===== config.mk =====
export PLATFORM = sky130hd
export DESIGN_NAME = mem_dump_ctrl
export DESIGN_NICKNAME = d
export VERILOG_FILES = /design/src/rtl/mem_dump_ctrl_pkg.sv /design/src/rtl/mem_dump_ctrl_rise_detect.sv /design/src/rtl/mem_dump_ctrl.sv
export SDC_FILE = /design/constraint.sdc
export NUM_CORES = 1
export LEC_CHECK = 0
export CORE_MARGIN = 8
export CORE_UTILIZATION = 25
export CTS_CLUSTER_DIAMETER = 120
export DETAILED_ROUTE_END_ITERATION = 12
export PLACE_DENSITY = 0.46
export SYNTH_ARGS = -nofsm -noshare
export SYNTH_HDL_FRONTEND = slang
export SYNTH_HIERARCHICAL = 1
export SYNTH_SLANG_ARGS = --single-unit

===== constraint.sdc =====
create_clock -name clk -period 2.1 [get_ports clk]
set_input_delay 0.42 -clock clk [delete_from_list [all_inputs] [get_ports clk]]
set_output_delay 0.42 -clock clk [all_outputs]
set_load 0.03 [all_outputs]

===== src/rtl/mem_dump_ctrl_pkg.sv =====
// Shared definitions for the data-memory dump responder: FSM state
// encodings and default memory geometry.
package mem_dump_ctrl_pkg;

   // Default data-memory geometry (word address width, word width).
   localparam int DEF_ADDR_W = 10;
   localparam int DEF_DATA_W = 32;

   // Sweep FSM encodings.
   typedef enum logic [2:0] {
      ST_IDLE = 3'd0,
      ST_RD   = 3'd1,
      ST_CAP  = 3'd2,
      ST_OUT  = 3'd3,
      ST_FIN  = 3'd4
   } state_t;

endpackage


===== src/rtl/mem_dump_ctrl_rise_detect.sv =====
// One-flop rising-edge detector with synchronous active-high reset.
// Because the history flop clears in reset, a level that is already high
// when reset releases reports one rising edge.
module rise_detect (
   input  logic clk,
   input  logic rst,
   input  logic d,
   output logic rise
);

   logic d_q;

   // Remember the previous sample of d.
   always_ff @(posedge clk) begin
      // NOTE: sequential state uses non-blocking assignments so every flop
      // samples pre-edge values regardless of statement order.
      if (rst) d_q <= 1'b0;
      else     d_q <= d;
   end

   assign rise = d & ~d_q;

endmodule


===== src/rtl/mem_dump_ctrl.sv =====
// Memory-dump responder. A rising edge on dump_mem sweeps NUM_WORDS words of
// data memory starting at BASE_ADDR, one synchronous read at a time, and
// streams (address, data) pairs to a valid/ready sink. The core is held
// halted for the whole sweep.
module mem_dump_ctrl
   import mem_dump_ctrl_pkg::*;
#(
   parameter int ADDR_W    = DEF_ADDR_W,
   parameter int DATA_W    = DEF_DATA_W,
   parameter int BASE_ADDR = 0,
   parameter int NUM_WORDS = 1024,
   parameter int SKIP_ZERO = 0
) (
   input  logic              clk,
   input  logic              rst,
   input  logic              dump_mem,
   output logic              busy,
   output logic              cpu_halt,
   output logic              done,
   output logic              mem_rd_en,
   output logic [ADDR_W-1:0] mem_rd_addr,
   input  logic [DATA_W-1:0] mem_rd_data,
   output logic              out_valid,
   input  logic              out_ready,
   output logic [ADDR_W-1:0] out_addr,
   output logic [DATA_W-1:0] out_data
);

   // One extra bit over clog2 so NUM_WORDS-1 always fits without overflow.
   localparam int                CNT_W    = $clog2(NUM_WORDS) + 1;
   localparam logic [CNT_W-1:0]  LAST_CNT = CNT_W'(NUM_WORDS - 1);
   localparam logic [ADDR_W-1:0] BASE     = ADDR_W'(BASE_ADDR);
   localparam bit                SKIP     = (SKIP_ZERO != 0);

   state_t           state;
   logic [CNT_W-1:0] cnt;
   logic             req;
   logic             last;

   rise_detect u_rise (
      .clk  (clk),
      .rst  (rst),
      .d    (dump_mem),
      .rise (req)
   );

   assign last     = (cnt == LAST_CNT);
   assign cpu_halt = busy;

   // Sweep FSM with registered outputs. busy and mem_rd_en are loaded with
   // the value the next state implies, so they track state exactly. The read
   // address register simply increments, which gives the modulo-2^ADDR_W
   // wrap for free.
   always_ff @(posedge clk) begin
      if (rst) begin
         state       <= ST_IDLE;
         cnt         <= '0;
         busy        <= 1'b0;
         done        <= 1'b0;
         mem_rd_en   <= 1'b0;
         mem_rd_addr <= '0;
         out_valid   <= 1'b0;
         out_addr    <= '0;
         out_data    <= '0;
      end else begin
         done      <= 1'b0;
         mem_rd_en <= 1'b0;
         unique case (state)
            ST_IDLE: begin
               if (req) begin
                  cnt         <= '0;
                  mem_rd_addr <= BASE;
                  mem_rd_en   <= 1'b1;
                  busy        <= 1'b1;
                  state       <= ST_RD;
               end
            end
            ST_RD: begin
               state <= ST_CAP;
            end
            ST_CAP: begin
               out_data <= mem_rd_data;
               out_addr <= mem_rd_addr;
               if (SKIP && (mem_rd_data == '0)) begin
                  if (last) begin
                     state <= ST_FIN;
                  end else begin
                     cnt         <= cnt + CNT_W'(1);
                     mem_rd_addr <= mem_rd_addr + ADDR_W'(1);
                     mem_rd_en   <= 1'b1;
                     state       <= ST_RD;
                  end
               end else begin
                  out_valid <= 1'b1;
                  state     <= ST_OUT;
               end
            end
            ST_OUT: begin
               if (out_ready) begin
                  out_valid <= 1'b0;
                  if (last) begin
                     state <= ST_FIN;
                  end else begin
                     cnt         <= cnt + CNT_W'(1);
                     mem_rd_addr <= mem_rd_addr + ADDR_W'(1);
                     mem_rd_en   <= 1'b1;
                     state       <= ST_RD;
                  end
               end
            end
            ST_FIN: begin
               done  <= 1'b1;
               busy  <= 1'b0;
               state <= ST_IDLE;
            end
            default: begin
               busy      <= 1'b0;
               out_valid <= 1'b0;
               state     <= ST_IDLE;
            end
         endcase
      end
   end

endmodule


==> results list <==
- The worst setup path is captured at an output pin.
- Entering global routing, the biggest net connects 43 pins.
- In this run, post-CTS hold repair placed 0 buffers.
- In this run the top signal layer used is met4.
- Measured against its own limit, the worst slew margin works out to 0.507.
- Setup repair after global routing left no endpoint under its margin.
- First-pass GRT wire length: between 15 and 20 mm
* Worst-Skew Late Latency: between 300 and 400 ps
- Switching power: 934 uW
- CP max-delay cell: sky130_fd_sc_hd__clkdlybuf4s50_1
* Yosys Warn Count: 6
- Routed length per instance: 15.6 um
* Part of the total power dissipated in the clock network: 0.455
* Die area: 0.0160 mm^2
- Crit-path max FO: 5
* Cell chosen for the clock root: sky130_fd_sc_hd__clkbuf_16
- Required time of the critical path: 1680 ps
- RD Place Congestion: 0.779
* Routed wire length on met3: 744 um
- Startpoint Class: flip-flop
- In this run the static leakage power is between 0.0015 and 0.002 uW.
* TritonCTS Buffers: 9
- The number of buffers and inverters on the critical path is 1.
* Count of antenna-violating nets left after detailed routing: 0
- Worst min path class: reg -> reg
- Traced cell by cell, the critical path runs through clkdlybuf4s50_1.
- Final Slew Violations: 0
- Setup slack of the critical path after layout: roughly 150 ps
- Largest cells by area after synthesis: sky130_fd_sc_hd__dfxtp_1, sky130_fd_sc_hd__nand2_1, sky130_fd_sc_hd__a21oi_1
- Across the run, the number of max-cap violations was 0.
- The cell count after synthesis came out at around 380.
- For the worst setup path, the data arrival time is about 1500 ps.
- The worst setup path is of the reg -> out kind.
* Tcrit/Tclk final: 0.929
- Number of global-route vias before repair: between 2k and 3k
* DIE HEIGHT: ~130 um
- # IOs: a little over 90
- The tree built by TritonCTS fans out to slightly above 70 sinks.
- The die is 126 um wide.
- Worst setup slack after placement: -171 ps
* Final worst clock skew: roughly 6.2 ps
- For this block, the via count after detailed routing is between 3k and 4k.
- FF+latch count, synth: slightly above 70
- Final cell utilization of the core: 0.376
- The pre-antenna-repair detailed-routing pass consisted of 5 iterations.
- The share of synthesized area in the top cell type comes to 0.467.
* Status: complete, no violations
* Total half-perimeter wirelength after legalization and detailed placement: 6.78 mm
- The library cells used most frequently in the layout, excluding fill and tap cells, are sky130_fd_sc_hd__nand2_1, sky130_fd_sc_hd__clkdlybuf4s50_1, sky130_fd_sc_hd__dfxtp_1, sky130_fd_sc_hd__a21oi_1, sky130_fd_sc_hd__buf_4.
- VDD sags by at most 0.269 mV.
- After synthesis, the netlist uses 47 different library cells.
* Via density per instance: around 4.8
- After synthesis, the mean cell area works out to about 8.1 um^2.
* Count of standard-cell rows: 40
- Of all cell types, the one taking the most synthesized area is sky130_fd_sc_hd__dfxtp_1.
* Sequential-to-total area share from yosys stat: 0.467
- Fraction of final layout cells with drive strength greater than 1: 0.101
* Syn-to-layout area delta: 47.7%
* Antenna diode count: 0
- For this run the aggregate overflow at the end of global routing stands at 0.
- Initial core utilization: 0.254
- Summing internal, switching and leakage power gives around 3600 uW.
* Slew at the pin closest to its max-slew limit: between 700 and 800 ps
* Switching share of total power: 0.260
- Setup violations remaining at the end of the flow were counted as 0.
- The clock period could shrink to about 2000 ps.
- Dominant delay contributor by cell family on the critical path: buffers and inverters
- Crit-path max cell delay: 760 ps
* TritonCTS clock tree: yes
* Fill cells: ~1.2k
- Nets in the synthesized netlist: 415
- After floorplanning, the core was sized to cover 0.0120 mm^2.
- Final hold violation count: 0
- In the global route stage, overall resource usage came out at 0.125.
- Internal power contribution: between 2000 and 3000 uW
- No sink is reached through more buffers than the 2 on the longest clock path.
- Clock-pin slew on the worst setup and hold paths: about 60 ps
- Max Clock Freq: a little over 500 MHz
- Most common cell after layout, fill and taps aside: sky130_fd_sc_hd__nand2_1
* # Post-CTS Setup Buffers: 0
* Number of DRC markers in iteration 0: between 200 and 250
* Wire length on met1: between 4 and 5 mm
- DRC violation count after routing: 0
- The synthesized netlist occupies a cell area of about 0.0030 mm^2.
- Sum of routed wire length over all layers: between 9 and 10 mm
* H-Tree Level Count: 3
- The share of total power dissipated in sequential elements is 0.400.
- Final layout net count: just over 500
- Number of I/O port buffers: just over 90
- Total power density per cell area: 799 mW/mm^2
* Number of instances resized during post-cts repair: 0
* Number of antenna violations at the first check in global routing: 0
- Combinational Power Share: 0.145
- After detailed routing, the met2 layer carries 4.06 mm of wire.
-- sequential cells by signal, indices dropped and copies added (netlist names), 3 cells and up --
register,cells
cnt,11
mem_rd_addr,10
out_addr,10
out_data,32
state,3
-- area by class of cell --
class	count	area [um^2]	share of cell area
inverter	6	22.5	0.00501
multi-input combinational	271	1460	0.324
sequential	71	1420	0.316
clock inverter	6	85.1	0.0189
timing repair buffer	113	1100	0.244
clock buffer	10	229	0.0509
tap	147	184	0.0409
-- layer usage --
layer	vias up	global-route usage
met5	-	0
li1	1513	-
met1	1392	0.163
met4	0	0.0531
met3	13	0.0499
met2	96	0.177
-- power groups by stage --
| stage | combinational, uW | sequential, uW | clock, uW |
|---|---|---|---|
| after floorplan | 212 | 1550 | 0 |
| after global placement | 525 | 1470 | 0 |
| after detailed placement | 526 | 1470 | 0 |
| after CTS | 528 | 1440 | 1690 |
| after global routing | 563 | 1450 | 1750 |
| final | 520 | 1440 | 1630 |
-- worst register-to-register path: cells and delay by family, from the launching register on --
kind	cells	cell delay, ps
compound gates	1	280
fa+ha+maj	1	260
buf+inv	1	220
flops	1	380
simple gates	3	540
-- synthesized netlist by cell type (all sizes together) --
library cell / number
a211oi: 3
a21boi: 1
a21o: 1
a21oi: 53
a221oi: 1
a311oi: 3
a31oi: 10
a41oi: 1
and2: 3
and3: 7
and4: 3
buf: 15
clkbuf: 14
dfxtp: 71
ha: 2
inv: 6
mux2i: 1
nand2: 97
nand2b: 5
nand3: 12
nand3b: 3
nand4: 12
nand4b: 1
nor2: 12
nor2b: 4
nor3: 11
nor4: 2
o211a: 1
o21ai: 11
o221a: 1
o221ai: 3
o31ai: 1
o32ai: 2
or2: 1
or3: 2
or3b: 1
-- metrics by stage --
step | hold slack, ps | area [um^2] | cells | setup TNS, ps
after floorplan | 420 | 3040 | 377 | 0
after global placement | 442 | 4180 | 608 | -1390
after detailed placement | 446 | 4180 | 608 | -1920
after CTS | 455 | 4500 | 624 | 0
after global routing | 466 | 4500 | 624 | 0
final | 453 | 4500 | 624 | 0
-- cells by family (layout without fill, tap and decap cells) --
family	Yosys count	count (layout)	synth area share
DFF	71	71	0.467
muxes	1	1	0.00329
adders and majority gates	2	2	0.00822
buffers and inverters	35	135	0.0547
and+or+nand+nor	176	176	0.286
AOI/OAI and AO/OA	92	92	0.181
-- path summary, 6_finish.rpt --
check	startpoint	end	slack (ps)	depth (start not counted)
max	mem_rd_addr[5]	mem_rd_addr[5]	150	1
min	out_data[6]	out_data[6]	450	2
max reg2reg	cnt[0]	mem_rd_addr[3]	320	6
min reg2reg	out_data[6]	out_data[6]	450	2
No activity file was read; power rests on OpenSTA's default activity.
